--- src/rtl/ivmul_pkg.sv ---
// Shared types for the ivmul issue buffer: opcode encoding and the queued micro-op payload.
package ivmul_pkg;

  // Tag field width carried in the queued payload; raise it if a wider TAG_W is used.
  localparam int unsigned IVMUL_TAG_W = 6;

  typedef enum logic [1:0] {
    IVMUL_LO  = 2'b00,
    IVMUL_HI  = 2'b01,
    IVMUL_DOT = 2'b10,
    IVMUL_ILL = 2'b11
  } ivmul_opc_e;

  typedef struct packed {
    logic [31:0]            a;
    logic [31:0]            b;
    ivmul_opc_e             opc;
    logic [IVMUL_TAG_W-1:0] tag;
  } ivmul_op_t;

endpackage

--- src/rtl/ivmul_issue_if.sv ---
// Dispatch-side enqueue port and result-bus writeback port of the ivmul issue block.
interface ivmul_issue_if #(
  parameter int unsigned TAG_W = 6
) ();

  logic             enq_valid;
  logic             enq_ready;
  logic [31:0]      enq_a;
  logic [31:0]      enq_b;
  logic [1:0]       enq_opc;
  logic [TAG_W-1:0] enq_tag;

  logic             wb_valid;
  logic             wb_ready;
  logic [31:0]      wb_data;
  logic [TAG_W-1:0] wb_tag;
  logic             wb_exc;

  logic             busy;

  modport master (
    output enq_valid, enq_a, enq_b, enq_opc, enq_tag, wb_ready,
    input  enq_ready, wb_valid, wb_data, wb_tag, wb_exc, busy
  );

  modport slave (
    input  enq_valid, enq_a, enq_b, enq_opc, enq_tag, wb_ready,
    output enq_ready, wb_valid, wb_data, wb_tag, wb_exc, busy
  );

endinterface

--- src/rtl/ivmul.sv ---
// Packed 2x16-bit signed SIMD multiplier: low halves, high halves or dot-sum of lane products.
module ivmul
  import ivmul_pkg::*;
(
  input  logic [31:0] a_i,
  input  logic [31:0] b_i,
  input  ivmul_opc_e  opc_i,
  output logic [31:0] res_o,
  output logic        exc_o
);

  logic signed [31:0] a0, a1, b0, b1;
  logic signed [31:0] p0, p1;

  // Lanes are sign-extended to 32 bits so the truncated product is exact.
  always_comb begin
    a0 = {{16{a_i[15]}}, a_i[15:0]};
    a1 = {{16{a_i[31]}}, a_i[31:16]};
    b0 = {{16{b_i[15]}}, b_i[15:0]};
    b1 = {{16{b_i[31]}}, b_i[31:16]};
    p0 = a0 * b0;
    p1 = a1 * b1;
  end

  always_comb begin
    res_o = '0;
    exc_o = 1'b0;
    unique case (opc_i)
      IVMUL_LO:  res_o = {p1[15:0], p0[15:0]};
      IVMUL_HI:  res_o = {p1[31:16], p0[31:16]};
      IVMUL_DOT: res_o = p0 + p1;
      IVMUL_ILL: exc_o = 1'b1;
    endcase
  end

endmodule

--- src/rtl/ivmul_iq_fifo.sv ---
// Micro-op queue with wrap-bit pointers; flush empties it on the next edge.
module ivmul_iq_fifo
  import ivmul_pkg::*;
#(
  parameter int unsigned DEPTH = 4,
  localparam int unsigned AW   = $clog2(DEPTH)
) (
  input  logic      clk_i,
  input  logic      rst_ni,
  input  logic      flush_i,
  input  logic      push_i,
  input  ivmul_op_t wdata_i,
  input  logic      pop_i,
  output ivmul_op_t rdata_o,
  output logic      full_o,
  output logic      empty_o,
  output logic [AW:0] count_o
);

  logic [AW:0] wptr_q, wptr_d;
  logic [AW:0] rptr_q, rptr_d;
  ivmul_op_t   mem_q [DEPTH];
  ivmul_op_t   mem_d [DEPTH];

  // Equal index with differing wrap bit means every slot is occupied.
  assign full_o  = (wptr_q[AW] != rptr_q[AW]) && (wptr_q[AW-1:0] == rptr_q[AW-1:0]);
  assign empty_o = (wptr_q == rptr_q);
  assign count_o = wptr_q - rptr_q;
  assign rdata_o = mem_q[rptr_q[AW-1:0]];

  always_comb begin
    mem_d  = mem_q;
    wptr_d = wptr_q;
    rptr_d = rptr_q;
    if (flush_i) begin
      wptr_d = '0;
      rptr_d = '0;
    end else begin
      if (push_i && !full_o) begin
        mem_d[wptr_q[AW-1:0]] = wdata_i;
        wptr_d                = wptr_q + (AW+1)'(1);
      end
      if (pop_i && !empty_o) begin
        rptr_d = rptr_q + (AW+1)'(1);
      end
    end
  end

  always_ff @(posedge clk_i or negedge rst_ni) begin
    if (!rst_ni) begin
      wptr_q <= '0;
      rptr_q <= '0;
      for (int i = 0; i < DEPTH; i++) begin
        mem_q[i] <= '0;
      end
    end else begin
      wptr_q <= wptr_d;
      rptr_q <= rptr_d;
      mem_q  <= mem_d;
    end
  end

endmodule

--- src/rtl/ivmul_issue.sv ---
// Issue queue -> operand register (S1) -> ivmul -> writeback register (S2), with flush.
module ivmul_issue
  import ivmul_pkg::*;
#(
  parameter int unsigned DEPTH = 4,
  parameter int unsigned TAG_W = 6
) (
  input  logic         cpu_clock_i,
  input  logic         cpu_resetn_i,
  input  logic         flush_i,
  ivmul_issue_if.slave issue_io
);

  localparam int unsigned AW = $clog2(DEPTH);

  ivmul_op_t   fifo_wdata, fifo_rdata;
  logic        fifo_full, fifo_empty;
  logic [AW:0] fifo_count;

  logic             s1_valid_q, s1_valid_d;
  logic [31:0]      s1_a_q, s1_a_d;
  logic [31:0]      s1_b_q, s1_b_d;
  ivmul_opc_e       s1_opc_q, s1_opc_d;
  logic [TAG_W-1:0] s1_tag_q, s1_tag_d;

  logic             s2_valid_q, s2_valid_d;
  logic [31:0]      s2_data_q, s2_data_d;
  logic [TAG_W-1:0] s2_tag_q, s2_tag_d;
  logic             s2_exc_q, s2_exc_d;

  logic        enq_ready, enq_fire;
  logic        s1_adv, s1_load, wb_fire;
  logic [31:0] mul_res;
  logic        mul_exc;

  // Ready looks only at registered occupancy, never at a same-cycle pop.
  assign enq_ready = !fifo_full && !flush_i;
  assign enq_fire  = issue_io.enq_valid && enq_ready;
  assign s1_adv    = s1_valid_q && (!s2_valid_q || issue_io.wb_ready);
  assign s1_load   = !fifo_empty && (!s1_valid_q || s1_adv);
  assign wb_fire   = s2_valid_q && issue_io.wb_ready;

  always_comb begin
    fifo_wdata     = '0;
    fifo_wdata.a   = issue_io.enq_a;
    fifo_wdata.b   = issue_io.enq_b;
    fifo_wdata.opc = ivmul_opc_e'(issue_io.enq_opc);
    fifo_wdata.tag = IVMUL_TAG_W'(issue_io.enq_tag);
  end

  ivmul_iq_fifo #(
    .DEPTH (DEPTH)
  ) u_fifo (
    .clk_i   (cpu_clock_i),
    .rst_ni  (cpu_resetn_i),
    .flush_i (flush_i),
    .push_i  (enq_fire),
    .wdata_i (fifo_wdata),
    .pop_i   (s1_load),
    .rdata_o (fifo_rdata),
    .full_o  (fifo_full),
    .empty_o (fifo_empty),
    .count_o (fifo_count)
  );

  ivmul u_ivmul (
    .a_i   (s1_a_q),
    .b_i   (s1_b_q),
    .opc_i (s1_opc_q),
    .res_o (mul_res),
    .exc_o (mul_exc)
  );

  always_comb begin
    s1_valid_d = s1_valid_q;
    s1_a_d     = s1_a_q;
    s1_b_d     = s1_b_q;
    s1_opc_d   = s1_opc_q;
    s1_tag_d   = s1_tag_q;
    s2_valid_d = s2_valid_q;
    s2_data_d  = s2_data_q;
    s2_tag_d   = s2_tag_q;
    s2_exc_d   = s2_exc_q;
    if (flush_i) begin
      s1_valid_d = 1'b0;
      s2_valid_d = 1'b0;
    end else begin
      if (s1_load) begin
        s1_valid_d = 1'b1;
        s1_a_d     = fifo_rdata.a;
        s1_b_d     = fifo_rdata.b;
        s1_opc_d   = fifo_rdata.opc;
        s1_tag_d   = TAG_W'(fifo_rdata.tag);
      end else if (s1_adv) begin
        s1_valid_d = 1'b0;
      end
      if (s1_adv) begin
        s2_valid_d = 1'b1;
        s2_data_d  = mul_res;
        s2_tag_d   = s1_tag_q;
        s2_exc_d   = mul_exc;
      end else if (wb_fire) begin
        s2_valid_d = 1'b0;
      end
    end
  end

  always_ff @(posedge cpu_clock_i or negedge cpu_resetn_i) begin
    if (!cpu_resetn_i) begin
      s1_valid_q <= 1'b0;
      s1_a_q     <= '0;
      s1_b_q     <= '0;
      s1_opc_q   <= IVMUL_LO;
      s1_tag_q   <= '0;
      s2_valid_q <= 1'b0;
      s2_data_q  <= '0;
      s2_tag_q   <= '0;
      s2_exc_q   <= 1'b0;
    end else begin
      s1_valid_q <= s1_valid_d;
      s1_a_q     <= s1_a_d;
      s1_b_q     <= s1_b_d;
      s1_opc_q   <= s1_opc_d;
      s1_tag_q   <= s1_tag_d;
      s2_valid_q <= s2_valid_d;
      s2_data_q  <= s2_data_d;
      s2_tag_q   <= s2_tag_d;
      s2_exc_q   <= s2_exc_d;
    end
  end

  assign issue_io.enq_ready = enq_ready;
  assign issue_io.wb_valid  = s2_valid_q;
  assign issue_io.wb_data   = s2_data_q;
  assign issue_io.wb_tag    = s2_tag_q;
  assign issue_io.wb_exc    = s2_exc_q;
  assign issue_io.busy      = (fifo_count != '0) || s1_valid_q || s2_valid_q;

endmodule

--- src/flat_wrapper.sv ---
// flat-port wrapper written by rule: the top's interface ports become plain ports
module ivmul_issue_flat import ivmul_pkg::*;
#(
  parameter int unsigned DEPTH = 4,
  parameter int unsigned TAG_W = 6
)
  (cpu_clock_i, cpu_resetn_i, flush_i, issue_io_enq_valid, issue_io_enq_a, issue_io_enq_b, issue_io_enq_opc, issue_io_enq_tag, issue_io_wb_ready, issue_io_enq_ready, issue_io_wb_valid, issue_io_wb_data, issue_io_wb_tag, issue_io_wb_exc, issue_io_busy);
  ivmul_issue_if #(.TAG_W(TAG_W)) issue_io_i ();
  input  logic cpu_clock_i;
  input  logic cpu_resetn_i;
  input  logic flush_i;
  input wire logic [$bits(issue_io_i.enq_valid)-1:0] issue_io_enq_valid;
  input wire logic [$bits(issue_io_i.enq_a)-1:0] issue_io_enq_a;
  input wire logic [$bits(issue_io_i.enq_b)-1:0] issue_io_enq_b;
  input wire logic [$bits(issue_io_i.enq_opc)-1:0] issue_io_enq_opc;
  input wire logic [$bits(issue_io_i.enq_tag)-1:0] issue_io_enq_tag;
  input wire logic [$bits(issue_io_i.wb_ready)-1:0] issue_io_wb_ready;
  output wire logic [$bits(issue_io_i.enq_ready)-1:0] issue_io_enq_ready;
  output wire logic [$bits(issue_io_i.wb_valid)-1:0] issue_io_wb_valid;
  output wire logic [$bits(issue_io_i.wb_data)-1:0] issue_io_wb_data;
  output wire logic [$bits(issue_io_i.wb_tag)-1:0] issue_io_wb_tag;
  output wire logic [$bits(issue_io_i.wb_exc)-1:0] issue_io_wb_exc;
  output wire logic [$bits(issue_io_i.busy)-1:0] issue_io_busy;
  assign issue_io_i.enq_valid = issue_io_enq_valid;
  assign issue_io_i.enq_a = issue_io_enq_a;
  assign issue_io_i.enq_b = issue_io_enq_b;
  assign issue_io_i.enq_opc = issue_io_enq_opc;
  assign issue_io_i.enq_tag = issue_io_enq_tag;
  assign issue_io_i.wb_ready = issue_io_wb_ready;
  assign issue_io_enq_ready = issue_io_i.enq_ready;
  assign issue_io_wb_valid = issue_io_i.wb_valid;
  assign issue_io_wb_data = issue_io_i.wb_data;
  assign issue_io_wb_tag = issue_io_i.wb_tag;
  assign issue_io_wb_exc = issue_io_i.wb_exc;
  assign issue_io_busy = issue_io_i.busy;
  ivmul_issue #(.DEPTH(DEPTH), .TAG_W(TAG_W)) u_core (.cpu_clock_i(cpu_clock_i), .cpu_resetn_i(cpu_resetn_i), .flush_i(flush_i), .issue_io(issue_io_i));
endmodule
--- config.mk ---
export PLATFORM = sky130hd
export DESIGN_NAME = ivmul_issue_flat
export DESIGN_NICKNAME = d
export VERILOG_FILES = /design/src/rtl/ivmul_pkg.sv /design/src/rtl/ivmul_issue_if.sv /design/src/rtl/ivmul.sv /design/src/rtl/ivmul_iq_fifo.sv /design/src/rtl/ivmul_issue.sv /design/src/flat_wrapper.sv
export SDC_FILE = /design/constraint.sdc
export NUM_CORES = 2
export LEC_CHECK = 0
export ABC_CLOCK_PERIOD_IN_PS = 9650
export BUFFER_PORTS_ARGS = -buffer_cell sky130_fd_sc_hd__buf_4
export CORE_UTILIZATION = 25
export DETAILED_ROUTE_END_ITERATION = 12
export PLACE_DENSITY = 0.46
export SLEW_MARGIN = 10
export SYNTH_ARGS = -nofsm -noshare
export SYNTH_HDL_FRONTEND = slang
export SYNTH_SLANG_ARGS = --single-unit
--- constraint.sdc ---
create_clock -name cpu_clock_i -period 9.65 [get_ports cpu_clock_i]
set_input_delay 1.4475 -clock cpu_clock_i [delete_from_list [all_inputs] [get_ports cpu_clock_i]]
set_output_delay 1.4475 -clock cpu_clock_i [all_outputs]
set_load 0.02 [all_outputs]
After elaboration in Yosys (flattened, before gate mapping)
Cells that the tools add are included.
{ "word_totals": {"register_bits": 407, "in_bits": 77, "output_inout_bits": 42, "elab_cells": 90} }
{ "op_classes": {"mux": 18, "magnitude_cmp": 3, "reduce_logical": 27, "bitwise": 3, "multipliers": 2, "add_sub_neg": 4, "n_eq_ne": 6} }
{ "op_table": {"columns": ["operator", "count"], "rows": [
  ["$bwmux W288", 1],
  ["$mux W72", 3],
  ["$bmux W72 S2", 1],
  ["$demux W72 S2", 1],
  ["$pmux W32 S3", 1],
  ["$mul A16 B16 Y32", 2],
  ["$add A32 B32 Y32", 1],
  ["$mux W3", 4],
  ["$logic_and A1 B1 Y1", 9],
  ["$reduce_bool A3 Y1", 3],
  ["$mux W1", 7],
  ["$add A3 B1 Y3 const B", 2],
  ["$ge A3 B3 Y1 const B", 2],
  ["$not A2 Y3", 2],
  ["$reduce_and A2 Y1", 3],
  ["$logic_not A1 Y1", 5],
  ["$eq A2 B2 Y1 const B", 2],
  ["$logic_or A1 B1 Y1", 4],
  ["$reduce_bool A2 Y1", 2],
  ["$eq A3 B3 Y1", 1],
  ["$lt A3 B1 Y1 const B", 1],
  ["$sub A3 B3 Y3", 1],
  ["$eq A2 B1 Y1 const B", 1],
  ["$eq A2 B2 Y1", 1],
  ["3 further kinds", 3]
]} }

Logic depth before layout (Yosys ltp)
{ "logic_depth": {"ltp_word": 8, "depth_mapped": 34, "mapped_depth_nobuf": 33} }

Hierarchy
A second synthesis with hierarchy kept.
{ "unflattened": {"hier_cells": 3484, "hier_area_um2": 40466.3} }
{ "modules_own_cells": {"columns": ["module", "seq_area_each_um2", "area_each_um2", "instances", "cells_each"], "rows": [
  ["ivmul", 0.0, 21854.7, 1, 2486],
  ["ivmul_iq_fifo", 7357.1, 14340.0, 1, 750],
  ["ivmul_issue", 2827.7, 4271.6, 1, 248]
]} }

Worst setup path after synthesis
OpenSTA, ideal clock, no wires.
{ "synth_timing": {"path_kind": "reg2reg", "startpoint": "reg u_core.s1_a_q[12]", "endpoint": "reg u_core.s2_data_q[30] (netlist: u_core.issue_io.wb_data[30])", "n_path_buf": 1, "stages_incl_launch_ff": 33, "synth_period_minus_slack_ns": 7.738, "arrival_ns": 7.619, "setup_ns": 0.120, "required_ns": 9.530, "slack_ns": 1.912, "cell_sequence": "dfrtp_1 -> clkbuf_1 -> nand2_1 -> fa_1 -> fa_1 -> fa_1 -> inv_1 -> fa_1 -> fa_1 -> inv_1 -> fa_1 -> inv_1 -> ha_1 -> a41o_1 -> a21o_1 -> a21oi_1 -> a21oi_1 -> o21ai_0 -> a21boi_0 -> o21ai_0 -> nor3b_1 -> nor2_1 -> ha_1 -> a21o_1 -> a21o_1 -> a211oi_1 -> o21ai_0 -> o211ai_1 -> mux2i_1 -> o21ai_2 -> o21ai_1 -> xor2_1 -> a31o_1"} }
{ "synth_between": {"elab_chain_cells": 3} }
{ "synth_lines": {"columns": ["element", "line", "rtl"], "rows": [
  ["start: declaration", "ivmul_issue.sv:21", "logic [31:0] s1_a_q, s1_a_d;"],
  ["start signal: assignment", "ivmul_issue.sv:111", "s1_a_q <= '0;"],
  ["start signal: assignment", "ivmul_issue.sv:121", "s1_a_q <= s1_a_d;"],
  ["$mul A16 B16 Y32", "ivmul.sv:21", "p0 = a0 * b0;"],
  ["$add A32 B32 Y32", "ivmul.sv:31", "IVMUL_DOT: res_o = p0 + p1;"],
  ["$pmux W32 S3", "ivmul.sv:28", "unique case (opc_i)"],
  ["end signal: assignment", "ivmul_issue.sv:126", "s2_data_q <= s2_data_d;"],
  ["end: declaration", "ivmul_issue.sv:27", "logic [31:0] s2_data_q, s2_data_d;"]
]} }
Every way passes these cells.
A chain may end at the register's enable or synchronous reset.

Final worst setup path
{ "layout_timing": {"startpoint": "reg u_core.s1_b_q[1]", "endpoint": "reg u_core.s2_data_q[30] (netlist: u_core.issue_io.wb_data[30])"} }
{ "layout_between": {"elab_chain_cells": 3} }
{ "layout_lines": {"columns": ["element", "line", "rtl"], "rows": [
  ["start: declaration", "ivmul_issue.sv:22", "logic [31:0] s1_b_q, s1_b_d;"],
  ["start signal: assignment", "ivmul_issue.sv:112", "s1_b_q <= '0;"],
  ["start signal: assignment", "ivmul_issue.sv:122", "s1_b_q <= s1_b_d;"],
  ["$mul A16 B16 Y32", "ivmul.sv:21", null],
  ["$add A32 B32 Y32", "ivmul.sv:31", null],
  ["$pmux W32 S3", "ivmul.sv:28", null]
]} }
Every way passes these cells.

==> flow_metrics.tcl <==
set metrics [dict create \
    ant_nets 0 \
    startpoint_type "register" \
    ys_ff_latch 407 \
    die-area_um2 157000 \
    routedWlPerCell_um 18.3 \
    outcome "finished, violations left" \
    grt_pass1_vias 27456 \
    synth_area_um2 38900 \
    dr.pass1.iters 9 \
    antenna_found_initial 7 \
    synth.area.top_cells "fa_1 (27%), dfrtp_1 (26%), mux2_2 (10%)" \
    synthFlopType "dfrtp_1" \
    worst_path_most_repeated_cell "fa_1" \
    ys_seq_area_frac 0.262 \
    synth.distinct_cells 74 \
    setup_violations 0 \
    hp-class "register to register" \
    ioPinCount 119 \
    start_util 0.252 \
    whs_path_depth 2 \
    period_needed_ns 8.67 \
    fin_skew_ns 0.0186 \
    arrival_ns 9.19 \
    grt_start_max_net_pins 158 \
    yosysTopAreaCellShare 0.271 \
    place_congestion 0.838 \
    core_region_area_um2 154000 \
    die_h_um 396 \
    ctsResizeCount 0 \
    max_stage_delay_ns 0.80 \
    ctsRootBufferMaster "clkbuf_16" \
    syn-num-nets 4370 \
    maxCapViolCount 0 \
    hold_viol 0 \
    die_w_um 396 \
    synth_area_leader_cell "fa_1" \
    clkSinkCount 407 \
    criticalPathCategory "register to register" \
    violations "DRC" \
    wirelength_um 105000 \
    cp-end-kind "register" \
    dp_worst_setup_slack_ns 1.01 \
    cts_buffers 49 \
    synth_edf_count 0 \
    clock_latency_ns 0.63 \
    fillCellCount 16236 \
    area_delta_synth_final_pct 12.5 \
    num_vias 25378 \
    min_period_over_period 0.899 \
    overflow 0 \
    crit_family "adder cells" \
    crit_fanout 17 \
    clock_path_buffers 3 \
    slowest_stage "dfrtp_1" \
    syn_inst 3565 \
    routed_via_density 4.45 \
    slew_violations 0 \
    postCtsHoldBufs 0 \
    cts_max_level 2 \
    post-cts-setup-buffer-count 0 \
    path_depth 31 \
    rows 144 \
    rsz0062_at_grt "no" \
    yosysWarnings 0 \
    multi_input_area_um2 25900 \
    cts_tree "done" \
    cp.required_ns 10.17 \
    relSlewSlack 0.348 \
    drt_iter0_drc 1427 \
    drive_above_1_share 0.187 \
    dpl.hpwl_um 79800 \
    post-route-drc-count 32 \
    async_reset_ff_frac 1.00 \
    track_usage 0.136 \
    fmax_mhz 115 \
    reg2reg_depth 31 \
    nNetsFinal 4418 \
    avgSynthCellArea_um2 10.9 \
    worst_slew_pin_slew_ns 0.979 \
    tns_ns 0 \
    fin_ws_ns 0.976 \
    port-buffer-count 118 \
    seq_area_um2 10200 \
    path_clk_slew_ns 0.07 \
    crit_buf_inv 3 \
    grt_first_pass_wirelength_um 166000 \
]
layout make-up:
cell class,instances,share of cell area
clock inverter,18,0.00535
multi-input combinational,2399,0.592
timing repair buffer,148,0.0259
sequential,407,0.233
tap,2044,0.0585
antenna,3,0.000172
clock buffer,72,0.0328
inverter,608,0.0522
stage by stage:
stage	utilization	instances	instance area (um2)	hold slack [ns]
CTS	0.283	5696	43700	0.474
finish	0.283	5699	43700	0.462
floorplan	-	3565	38900	0.435
global placement	0.273	5606	42000	0.457
global route	0.283	5698	43700	0.506
detailed placement	0.273	5606	42000	0.461
worst paths after layout:
check / endpoint / slack [ns] / start
max: u_core.issue_io.wb_data[30]$_DFFE_PN0P_ / 0.98 / u_core.s1_b_q[1]$_DFFE_PN0P_
min: u_core.issue_io.wb_tag[0]$_DFFE_PN0P_ / 0.46 / u_core.s1_tag_q[0]$_DFFE_PN0P_
max reg2reg: u_core.issue_io.wb_data[30]$_DFFE_PN0P_ / 0.98 / u_core.s1_b_q[1]$_DFFE_PN0P_
min reg2reg: u_core.issue_io.wb_tag[0]$_DFFE_PN0P_ / 0.46 / u_core.s1_tag_q[0]$_DFFE_PN0P_
max in group asynchronous: u_core.u_fifo.rptr_q[0]$_DFFE_PN0P_ / 6.77 / cpu_resetn_i
min in group asynchronous: u_core.u_fifo.mem_q[189]$_DFFE_PN0P_ / 0.87 / cpu_resetn_i
sequential cells by signal, summed over array words and instances, names as in the netlist, 3 cells and up:
name                     flops
u_core.u_fifo.mem_q        288
u_core.issue_io.wb_data     32
u_core.s1_a_q               32
u_core.s1_b_q               32
u_core.issue_io.wb_tag       6
u_core.s1_tag_q              6
u_core.u_fifo.rptr_q         3
u_core.u_fifo.wptr_q         3
cells by family after synthesis:
kind of cell	count (synthesis)	share of synthesized area
AO/OA/AOI/OAI	339	0.0576
XOR/XNOR	92	0.0207
adder cells (fa/ha/maj)	728	0.336
buffers and inverters	759	0.0733
flip-flops	407	0.262
multiplexers	452	0.151
AND/OR/NAND/NOR	788	0.0992
cell usage in the layout (no fill, tap or decap), drive strengths merged, types with 9 or more instances in the layout:
cell,count
nand3,11
o31ai,14
a21oi,85
mux2i,20
clkinv,12
nand2,334
nor2,89
and2,253
mux4,72
clkbuf,72
dfrtp,407
o21ai,75
mux2,360
xnor2,63
nor3,24
fa,526
a21o,35
nand4,10
ha,202
xor2,29
o21a,22
nand2b,21
buf,148
o211ai,9
inv,608
a211oi,18
nor2b,11
a31oi,16
routing by layer:
layer	wire length (um)	part of all wire	GRT usage
met5	127	0.0012	0.00462
met1	50300	0.48	0.194
met3	4910	0.047	0.0228
met2	47500	0.45	0.214
met4	1760	0.017	0.0276
cell usage after synthesis (16+ instances only):
library cell,n
a21oi_1,85
a211oi_1,17
inv_1,606
nand2_1,334
o21a_1,22
mux2_2,360
and2_1,253
dfrtp_1,407
nand2b_1,21
ha_1,202
xnor2_1,63
mux2i_1,20
a21o_1,35
o21ai_0,63
nor3_1,24
clkbuf_1,145
a31oi_1,16
xor2_1,29
mux4_2,72
fa_1,526
nor2_1,89
tightest hold or removal path, stage by stage, from the launching register on:
cell     delay (ns)
dfrtp_1        0.34
nand2_1        0.05
nand2_1        0.04
Power is not shown: default switching activity piles up to over one toggle a cycle in this logic, so the estimate is an artifact.
